[config.mk]
export PLATFORM = sky130hd
export DESIGN_NAME = quadrature_decoder
export DESIGN_NICKNAME = d
export VERILOG_FILES = /design/src/rtl/quad_pkg.sv /design/src/rtl/glitch_filter.sv /design/src/rtl/quadrature_decoder.sv
export SDC_FILE = /design/constraint.sdc
export NUM_CORES = 1
export LEC_CHECK = 0
export CORE_MARGIN = 4
export CORE_UTILIZATION = 50
export CTS_CLUSTER_DIAMETER = 80
export DETAILED_ROUTE_END_ITERATION = 8
export PLACE_DENSITY_LB_ADDON = 0.15
export SLEW_MARGIN = 25
export SYNTH_ARGS = -nofsm -noshare
export SYNTH_HDL_FRONTEND = slang
export SYNTH_SLANG_ARGS = --single-unit
[constraint.sdc]
create_clock -name clk -period 2.7 [get_ports clk]
set_input_delay 0.54 -clock clk [delete_from_list [all_inputs] [get_ports clk]]
set_output_delay 0.54 -clock clk [all_outputs]
set_load 0.02 [all_outputs]
[src/rtl/quad_pkg.sv]
// Shared types and Gray-code successor table
// for the quadrature decoder.
package quad_pkg;

    typedef enum logic {
        ST_INIT  = 1'b0,
        ST_TRACK = 1'b1
    } state_t;

    typedef logic [1:0] phase_t;

    localparam phase_t FWD_SUCC_00 = 2'b01;
    localparam phase_t FWD_SUCC_01 = 2'b11;
    localparam phase_t FWD_SUCC_11 = 2'b10;
    localparam phase_t FWD_SUCC_10 = 2'b00;

    function automatic phase_t fwd_succ(phase_t p);
        phase_t r;
        unique case (p)
            2'b00:   r = FWD_SUCC_00;
            2'b01:   r = FWD_SUCC_01;
            2'b11:   r = FWD_SUCC_11;
            default: r = FWD_SUCC_10;
        endcase
        return r;
    endfunction

endpackage

[src/rtl/glitch_filter.sv]
// Per-channel synchronizer and stability filter.
// acc_level/acc_valid are the values accepted at the coming edge.
module glitch_filter #(
    parameter int SYNC_STAGES = 2,
    parameter int FILTER_LEN  = 3
) (
    input  logic clk,
    input  logic rst_n,
    input  logic din,
    output logic acc_level,
    output logic acc_valid
);

    localparam logic [3:0] LAST = 4'(FILTER_LEN - 1);

    logic [SYNC_STAGES-1:0] sync_q;
    logic                   sample;
    logic                   cand_q;
    logic                   level_q;
    logic                   primed_q;
    logic [3:0]             cnt_q;
    logic [3:0]             cnt_d;

    assign sample = sync_q[SYNC_STAGES-1];

    // Run counter: restart on any disagreement, accept on the last sample.
    always_comb begin
        acc_level = level_q;
        acc_valid = primed_q;
        cnt_d     = cnt_q;
        if (primed_q && (sample == level_q)) begin
            cnt_d = '0;
        end else if ((cnt_q != '0) && (sample != cand_q)) begin
            cnt_d = 4'd1;
        end else if (cnt_q == LAST) begin
            acc_level = sample;
            acc_valid = 1'b1;
            cnt_d     = '0;
        end else begin
            cnt_d = cnt_q + 4'd1;
        end
    end

    // Synchronizer chain and filter state registers.
    always_ff @(posedge clk) begin
        if (!rst_n) begin
            sync_q   <= '0;
            cand_q   <= 1'b0;
            level_q  <= 1'b0;
            primed_q <= 1'b0;
            cnt_q    <= '0;
        end else begin
            sync_q   <= {sync_q[SYNC_STAGES-2:0], din};
            cand_q   <= sample;
            level_q  <= acc_level;
            primed_q <= acc_valid;
            cnt_q    <= cnt_d;
        end
    end

endmodule

[src/rtl/quadrature_decoder.sv]
// Quadrature decoder: filtered A/B channels drive a
// two-state tracker emitting step and error pulses.
module quadrature_decoder
    import quad_pkg::*;
#(
    parameter int SYNC_STAGES = 2,
    parameter int FILTER_LEN  = 3,
    parameter int INVERT_DIR  = 0
) (
    input  logic       clk,
    input  logic       rst_n,
    input  logic       enc_a,
    input  logic       enc_b,
    input  logic       dec_en,
    input  logic       err_clr,
    output logic       step_valid,
    output logic       step_dir,
    output logic [1:0] phase,
    output logic       err_pulse,
    output logic       err_flag
);

    localparam logic INV = (INVERT_DIR != 0);

    logic   a_lvl;
    logic   a_ok;
    logic   b_lvl;
    logic   b_ok;
    state_t state_q;
    state_t state_d;
    phase_t ph_new;
    phase_t phase_d;
    logic   up;
    logic   sv_d;
    logic   sd_d;
    logic   ep_d;
    logic   ef_d;

    glitch_filter #(
        .SYNC_STAGES(SYNC_STAGES),
        .FILTER_LEN (FILTER_LEN)
    ) u_filt_a (
        .clk      (clk),
        .rst_n    (rst_n),
        .din      (enc_a),
        .acc_level(a_lvl),
        .acc_valid(a_ok)
    );

    glitch_filter #(
        .SYNC_STAGES(SYNC_STAGES),
        .FILTER_LEN (FILTER_LEN)
    ) u_filt_b (
        .clk      (clk),
        .rst_n    (rst_n),
        .din      (enc_b),
        .acc_level(b_lvl),
        .acc_valid(b_ok)
    );

    assign ph_new = {a_lvl, b_lvl};

    // Next state: initial load, then classify each phase change.
    always_comb begin
        state_d = state_q;
        phase_d = phase;
        sv_d    = 1'b0;
        sd_d    = 1'b0;
        ep_d    = 1'b0;
        ef_d    = err_flag & ~err_clr;
        up      = (ph_new == fwd_succ(phase));
        unique case (state_q)
            ST_INIT: begin
                if (a_ok && b_ok) begin
                    state_d = ST_TRACK;
                    phase_d = ph_new;
                end
            end
            ST_TRACK: begin
                phase_d = ph_new;
                if (ph_new != phase) begin
                    if (^(ph_new ^ phase)) begin
                        sv_d = dec_en;
                        sd_d = dec_en & (up ^ INV);
                    end else begin
                        ep_d = 1'b1;
                        ef_d = 1'b1;
                    end
                end
            end
            default: state_d = ST_INIT;
        endcase
    end

    // State and registered outputs.
    always_ff @(posedge clk) begin
        if (!rst_n) begin
            state_q    <= ST_INIT;
            phase      <= 2'b00;
            step_valid <= 1'b0;
            step_dir   <= 1'b0;
            err_pulse  <= 1'b0;
            err_flag   <= 1'b0;
        end else begin
            state_q    <= state_d;
            phase      <= phase_d;
            step_valid <= sv_d;
            step_dir   <= sd_d;
            err_pulse  <= ep_d;
            err_flag   <= ef_d;
        end
    end

endmodule

* After elaboration in Yosys (flattened, before gate mapping) *
Index checks and enable logic that the tools add are counted.

storage, ports and cells
  output and inout bits = 6
  logic and storage cells = 77
  flip-flop bits (word level) = 25

operators by class
  equal/unequal tests = 11
  mux-type cells = 25
  reduce and logical (&&, ||, !) cells = 15
  add/sub/neg operators = 2
  bitwise operators = 6

operators by type and width
  kind                 number
  $mux 1               22
  $add 4x1->4 const B  2
  $eq 4x2->1 const B   2
  $reduce_bool 4->1    2
  $reduce_or 4->1      2
  $pmux 2 s3           1
  $logic_and 1x1->1    5
  $pmux 2 s2           1
  $reduce_and 4->1     1
  $reduce_or 2->1      2
  $not 1->1            3
  $reduce_and 3->1     1
  $and 1x1->1          2
  $eq 1x1->1           2
  $eq 2x1->1 const B   1
  $eq 2x2->1           1
  $eq 2x2->1 const B   1
  $logic_not 2->1      1
  $mux 2               1
  $ne 1x1->1           2
  $ne 2x2->1           1
  $ne 2x2->1 const B   1
  $reduce_xor 2->1     1
  $xor 2x2->2          1

* Longest topological paths before layout *
Gate-level depths: netlist of run 1.

  depth in word-level cells = 9
  mapped depth = 10
  gate-level depth less buffers = 10

* By module *
From an unflattened synthesis of run 1, not the netlist that was laid out.

unflattened totals
  cell total of the unflattened synthesis = 106
  area total of the unflattened synthesis = 1091.0 um2

by module, submodules not included
  module              sequential area each (um2)  instances  area an instance (um2)  cells an instance
  glitch_filter       180.2                       2          410.4                   40
  quadrature_decoder  140.1                       1          270.3                   26

* Worst setup path before layout of run 1 *
No wires, ideal clock.

  path kind = flip-flop to flip-flop
  from = register u_filt_a.cnt_q[0]
  to = register err_flag
  period minus slack after synthesis = 2.025 ns
  data arrival time = 1.954 ns
  buffers on the path = 0
  slack = 0.675 ns
  data required time = 2.630 ns
  cell stages (with the launch flop) = 10
  cell sequence = dfxtp_1 > inv_1 > ha_1 > or3b_4 > nor3b_4 > a211oi_4 > xnor2_1 > ha_1 > nor3_1 > o21bai_1

between the ends
  word-level cells in the longest chain between the ends = 9

RTL lines
  what                                             RTL line                                  text
  start: declaration                               glitch_filter.sv:21                       logic [3:0] cnt_q;
  start signal: assignment                         glitch_filter.sv:57                       cnt_q <= cnt_d;
  $eq 4x2->1 or $reduce_bool 4->1 (tied branches)  glitch_filter.sv:35, glitch_filter.sv:33
  $mux 1 or $logic_and 1x1->1 (tied branches)      glitch_filter.sv:35, glitch_filter.sv:33
  $mux 1 (*)                                       glitch_filter.sv:33                       end else if ((cnt_q != '0) && (sample != cand_q)) begin
  $mux 1 (*)                                       glitch_filter.sv:31                       if (primed_q && (sample == level_q)) begin
  $xor 2x2->2                                      quadrature_decoder.sv:82                  if (^(ph_new ^ phase)) begin
  $reduce_xor 2->1                                 quadrature_decoder.sv:82
  $mux 1                                           quadrature_decoder.sv:82
  $mux 1 (*)                                       quadrature_decoder.sv:81                  if (ph_new != phase) begin
  $mux 1 (*)                                       quadrature_decoder.sv:72                  unique case (state_q)
  end signal: assignment                           quadrature_decoder.sv:103                 err_flag <= 1'b0;
  end signal: assignment                           quadrature_decoder.sv:110                 err_flag <= ef_d;
  end: declaration                                 quadrature_decoder.sv:20                  output logic err_flag

Mark *: on every way between the ends. The rest lies on a longest branch, timed or not.
A chain may end at the register's enable or synchronous reset.

* Worst setup path after layout of run 1 *
Ends and elaborated chain as after synthesis.

==> impl_metrics.ini, run 1 <==
[run_status]
status = complete, no violations

[power]
vdd_ir_drop_max_mv = 0.413
seqPwrFrac_pct = 47.7
combPwrFrac_pct = 35.9
cellLeakagePower_nw = 0.513
clkPwrFrac_pct = 16.4
intPower_mw = 0.656
p_sw_share_pct = 33.1
totalPowerFinal_mw = 0.981
power.density_nw_per_um2 = 758
power.switching_mw = 0.325

[final_layout]
stdcell_count = 156
drive_above_1_share_pct = 10.1
n_antenna_cell = 0
fillers = 191
fin_util_pct = 63.4
area_delta_synth_final_pct = 14.8
final_area_um2 = 1290
nNetsFinal = 143

[die]
dieArea_um2 = 3080
dieHeight_um = 55.5
start_util_pct = 55.2
die_x_um = 55.5
std_cell_rows = 16
top_level_ports = 12
core_um2 = 2040

[timing]
finalClockSkew_ns = 0.00162
rsz0062_at_grt = no
period_share_pct = 83.6
worstMarginPinSlew_ns = 0.486
max_freq_mhz = 443
max_slew_margin_pct = 67.5
finalHoldViolations = 0
slew_violations = 0
finalCriticalPeriod_ns = 2.26
setup_violations = 0
fin_setup_tns_ns = 0

[yosys]
synth_area_leaders = dfxtp_1 (44%), ha_1 (7.8%), xnor2_1 (7.0%)
synth_common_cells = dfxtp_1 (25), inv_1 (10), nor2_1 (10)
ys_warn_count = 0
synth-edff-count = 0
synthArstFlopShare_pct = 0
ys_types = 28
synthesis.nets = 128
synth_area_um2 = 1130
yosysMostFrequentCell = dfxtp_1
yosysSeqAreaShare_pct = 44.4
syn-instance-count = 115
synth.avg_cell_area_um2 = 9.80
synth_largest_area_cell = dfxtp_1
synth_ff_type = dfxtp_1
ys_seq_elements = 25
synth_top_area_share_pct = 44.4

[clocking]
htree_levels = 1
cts-resized-gates = 0
cts_tree = yes
cts.reportedPaths.clkPinSlew_ns = 0.13
cts_made_buffers = 3
post_cts_buffers = 0
insertion_delay_ns = 0.31
cts_hold_buf = 0
clockRootBuffer = clkbuf_4
cts_sinks = 25
cts_max_path_buffers = 2

[grt]
antenna_found_initial = 0
met2_usage_pct = 21.8
overflow = 0
grt_pass1_vias = 757
track_usage_pct = 12.9
met1_usage_pct = 15.4
grt_pass1_wl_mm = 3.19
grt_max_degree = 18
busiest_layer = met2
gr-usage-met3_pct = 2.10

[route]
drt-wirelength-per-cell_um = 11.5
vias_per_cell = 4.97
drt_iter0_drc = 6
drc_errors = 0
firstDrtPassIters = 2
vias = 775
final_antenna_net_count = 0
routed_wl_mm = 1.80

[setup_path]
slowest_delay_ns = 0.38
crit_chain = inv_1 > ha_1 > or3b_4 > o22ai_2 > a211oi_4 > xnor2_1 > ha_1 > nor3_1 > o21bai_1
crit_fanout = 4
required_ns = 2.95
path_class = reg2reg
arrival_ns = 2.51
cp.buffers_inverters = 1
crit_top_cell = ha_1
startpoint_type = flop
cp_slowest_cell = dfxtp_1
cp-end-kind = flop
startpoint = u_filt_a.cnt_q[0]$_SDFF_PP0_
critPathTopFamily = compound AO/OA/AOI/OAI gates
r2r-start = u_filt_a.cnt_q[0]$_SDFF_PP0_

[placement]
hpwl_mm = 1.35
globalplace.congestion = 0.747
place_area_um2 = 1270
dp.cells = 152
io_buffer_count = 11

[run]
cap_violations = 0

[hold_path]
hold_class = reg2reg
hp-start = u_filt_a.sync_q[0]$_SDFF_PN0_
path summary, 6_finish.rpt:
kind              depth (start not counted)  slack, ns                             to
setup / recovery                          9       0.44            err_flag$_SDFF_PN0_
hold / removal                            1       0.46  u_filt_a.sync_q[1]$_SDFF_PN0_
hold reg to reg                           1       0.46  u_filt_a.sync_q[1]$_SDFF_PN0_
setup reg to reg                          9       0.44            err_flag$_SDFF_PN0_
cells in the final DEF (no fill, tap or decap), types with 2 or more instances in the layout:
cell and n:
nand2_1 9, ha_1 7, o22ai_1 3, xnor2_1 9, nor3b_1 2, or3b_4 2
nand3_1 4, and2_1 6, mux2i_1 2, a21o_1 2, a21oi_1 2, a21boi_0 4
nor2_1 10, dfxtp_1 25, xor2_1 3, nor2b_1 3, clkbuf_4 3, clkdlybuf4s50_1 11
inv_1 10, or2_2 2
registers in the layout (all words and copies together) (netlist names):
signal / count
u_filt_a.cnt_q: 4
u_filt_b.sync_q: 2
u_filt_a.sync_q: 2
phase: 2
u_filt_a.cand_q: 1
u_filt_b.primed_q: 1
u_filt_a.primed_q: 1
u_filt_b.cand_q: 1
u_filt_a.level_q: 1
err_flag: 1
u_filt_b.cnt_q: 4
step_valid: 1
u_filt_b.level_q: 1
state_q: 1
err_pulse: 1
step_dir: 1
logic make-up (layout without fill, tap and decap cells):
group | count (synthesis) | count (layout) | synth area share [%]
compound gates | 15 | 15 | 11.2
buf+inv | 11 | 25 | 3.66
xor+xnor | 12 | 12 | 9.32
fa+ha+maj | 7 | 7 | 7.77
mux | 2 | 2 | 1.78
simple gates | 43 | 43 | 21.9
flops | 25 | 25 | 44.4
worst reg2reg max path, stage by stage (launching register included):
cell      delay (ns)
dfxtp_1         0.38
inv_1           0.08
ha_1            0.20
or3b_4          0.27
o22ai_2         0.10
a211oi_4        0.35
xnor2_1         0.19
ha_1            0.27
nor3_1          0.22
o21bai_1        0.14
stage by stage:
step / setup WS, ns / hold slack (ns)
after floorplan: 0.675 / 0.412
after global placement: 0.555 / 0.420
after detailed placement: 0.470 / 0.430
after CTS: 0.433 / 0.463
after global routing: 0.236 / 0.481
final: 0.441 / 0.456
cell type report:
type                       count  area, um2  area share (%)
sequential                    25        500            38.7
clock buffer                   4       26.3            2.03
tap                           27       33.8            2.61
timing repair buffer          11        110            8.51
multi-input combinational     79        586            45.3
inverter                      10       37.5            2.90
power by group through the flow:
| stage | combinational [mW] | clock [mW] | sequential [mW] |
|---|---|---|---|
| 2_1_floorplan | 0.297 | 0 | 0.465 |
| 3_3_place_gp | 0.344 | 0 | 0.473 |
| 3_5_place_dp | 0.354 | 0 | 0.476 |
| 4_1_cts | 0.355 | 0.169 | 0.468 |
| 5_1_grt | 0.401 | 0.190 | 0.475 |
| 6_report | 0.352 | 0.161 | 0.467 |
metal layers:
| layer | wire (um) | vias up | share of wire (%) |
|---|---|---|---|
| met1 | 815 | 359 | 45 |
| met3 | 39 | 4 | 2.2 |
| met4 | 35 | 0 | 1.9 |
| li1 | - | 404 | - |
| met5 | 0 | - | 0 |
| met2 | 907 | 8 | 50 |
No activity file was read; power rests on OpenSTA's default activity.
==> run 2: changes to the inputs <==
clock period = 2.3 ns   (was 2.7 ns; I/O delays follow)
==> run 2 against run 1 <==
Final cell count rose by 1.3%. Cell area rose by 2.4%. Hold slack barely moved. Clock skew rose by 0.0063 ns. Sequential cell count did not move. Count of clock-buffer cells in the layout fell by 1. Highest routed layer unchanged.
==> impl_metrics.ini, run 2 (synthesis gave the netlist of run 1 again) <==
[setup_path]
slowest_delay_ns = 0.42
cp-end-kind = flop
cp.buffers_inverters = 1
required_ns = 2.58
rrSetupSlack_ns = 0.13
crit_chain = inv_1 > ha_1 > or3b_4 > nor3b_4 > a211oi_4 > xnor2_1 > ha_1 > nand2_1 > nor2_1 > and3_1
crit_top_cell = ha_1
reg2reg_to = step_dir$_SDFF_PN0_
r2r-start = u_filt_a.cnt_q[0]$_SDFF_PP0_
path_depth = 10
critPathTopFamily = simple AND/OR/NAND/NOR gates
arrival_ns = 2.45
reg2reg_depth = 10
startpoint_type = flop
cp_slowest_cell = or3b_4
path_class = reg2reg
crit_fanout = 4

[hold_path]
hold_class = reg2reg
hold_depth = 1
hp-start = u_filt_b.sync_q[0]$_SDFF_PN0_
hold_end = u_filt_b.sync_q[1]$_SDFF_PN0_

[die]
core_um2 = 2040
dieHeight_um = 55.5
top_level_ports = 12
dieArea_um2 = 3080
std_cell_rows = 16
start_util_pct = 55.2
die_x_um = 55.5

[run_status]
status = complete, no violations

[timing]
max_freq_mhz = 461
slew_violations = 0
setup_violations = 0
finalHoldViolations = 0
finalCriticalPeriod_ns = 2.17
period_share_pct = 94.4
max_slew_margin_pct = 80.0
finalClockSkew_ns = 0.00791
worstMarginPinSlew_ns = 0.300

[clocking]
cts_made_buffers = 3
cts.reportedPaths.clkPinSlew_ns = 0.15
clockRootBuffer = clkbuf_4
insertion_delay_ns = 0.32
cts_sinks = 25
htree_levels = 1
cts_tree = yes
cts_max_path_buffers = 2

[placement]
globalplace.congestion = 0.715
io_buffer_count = 11
dp.cells = 153
hpwl_mm = 1.36

[grt]
grt_pass1_wl_mm = 3.11
met1_usage_pct = 14.4
grt_max_degree = 17
grt_pass1_vias = 775
met2_usage_pct = 21.8
track_usage_pct = 12.6
gr-usage-met3_pct = 4.90
busiest_layer = met2
antenna_found_initial = 0
overflow = 0

[power]
vdd_ir_drop_max_mv = 0.629
power.density_nw_per_um2 = 893
cellLeakagePower_nw = 0.532

[route]
drt-wirelength-per-cell_um = 11.4
final_antenna_net_count = 0
vias = 793
drt_iter0_drc = 7
vias_per_cell = 5.02
firstDrtPassIters = 4
drc_errors = 0
routed_wl_mm = 1.81

[final_layout]
n_antenna_cell = 0
final_cell_mix = dfxtp_1 (24), clkdlybuf4s50_1 (11), inv_1 (10), nor2_1 (10)
fin_util_pct = 64.9
stdcell_count = 158
top_regs = u_filt_a.cnt_q (4), u_filt_b.cnt_q (4)
drive_above_1_share_pct = 14.5
area_delta_synth_final_pct = 17.5
nNetsFinal = 145
final_common_cell = dfxtp_1

[run]
cap_violations = 0
==> run 2: cell count changes in the layout (fill, tap and decap cells not counted), sizes merged <==
cell	before	now
buf	0	2
clkbuf	4	3
inv	10	11
==> run 2: metrics by stage <==
step           hold slack [ns]  setup TNS (ns)  worst slack (ns)  area [um2]  power, mW
5_1_grt                  0.491         -0.0265           -0.0265        1330       1.28
4_1_cts                  0.461               0            0.0480        1310       1.19
6_report                 0.456               0             0.129        1330       1.18
2_1_floorplan            0.412               0             0.275        1130      0.894
3_5_place_dp             0.426               0            0.0677        1270      0.977
3_3_place_gp             0.417               0             0.162        1270      0.960
==> run 2: power breakdown <==
| part | total (mW) | switching (mW) | internal (mW) |
|---|---|---|---|
| clock | 0.210 | 0.139 | 0.0708 |
| sequential | 0.552 | 0.0559 | 0.496 |
| combinational | 0.421 | 0.207 | 0.215 |
==> run 2: layer usage <==
layer	share of wire (%)	wire, um	vias to the layer above
li1	-	-	406
met1	48	861	375
met2	49	878	10
met3	3.0	54	2
met4	0.55	10	0
met5	0	0	-
==> run 2: what timing repair did <==
action / 4_1_cts / 5_1_grt
hold buffers: 0 / 0
setup endpoints to repair: 0 / 3
setup buffers: 0 / 1
gates resized for setup: 0 / 3
==> run 2: worst max path at each step <==
| stage | startpoint | to |
|---|---|---|
| floorplan | u_filt_a.cnt_q[0]$_SDFF_PP0_ | err_flag$_SDFF_PN0_ |
| global placement | u_filt_a.cnt_q[0]$_SDFF_PP0_ | err_flag$_SDFF_PN0_ |
| detailed placement | u_filt_a.cnt_q[0]$_SDFF_PP0_ | err_flag$_SDFF_PN0_ |
| CTS | u_filt_a.cnt_q[0]$_SDFF_PP0_ | err_flag$_SDFF_PN0_ |
| global route | u_filt_a.cnt_q[0]$_SDFF_PP0_ | step_dir$_SDFF_PN0_ |
| finish | u_filt_a.cnt_q[0]$_SDFF_PP0_ | step_dir$_SDFF_PN0_ |
==> run 2: cell type report <==
cell class / instances / area [um2]
Clock buffer: 3 / 22.5
Clock inverter: 1 / 8.76
Fill cell: 190 / 717
Inverter: 10 / 37.5
Multi-Input combinational cell: 79 / 596
Sequential cell: 25 / 502
Tap cell: 27 / 33.8
Timing Repair Buffer: 13 / 125
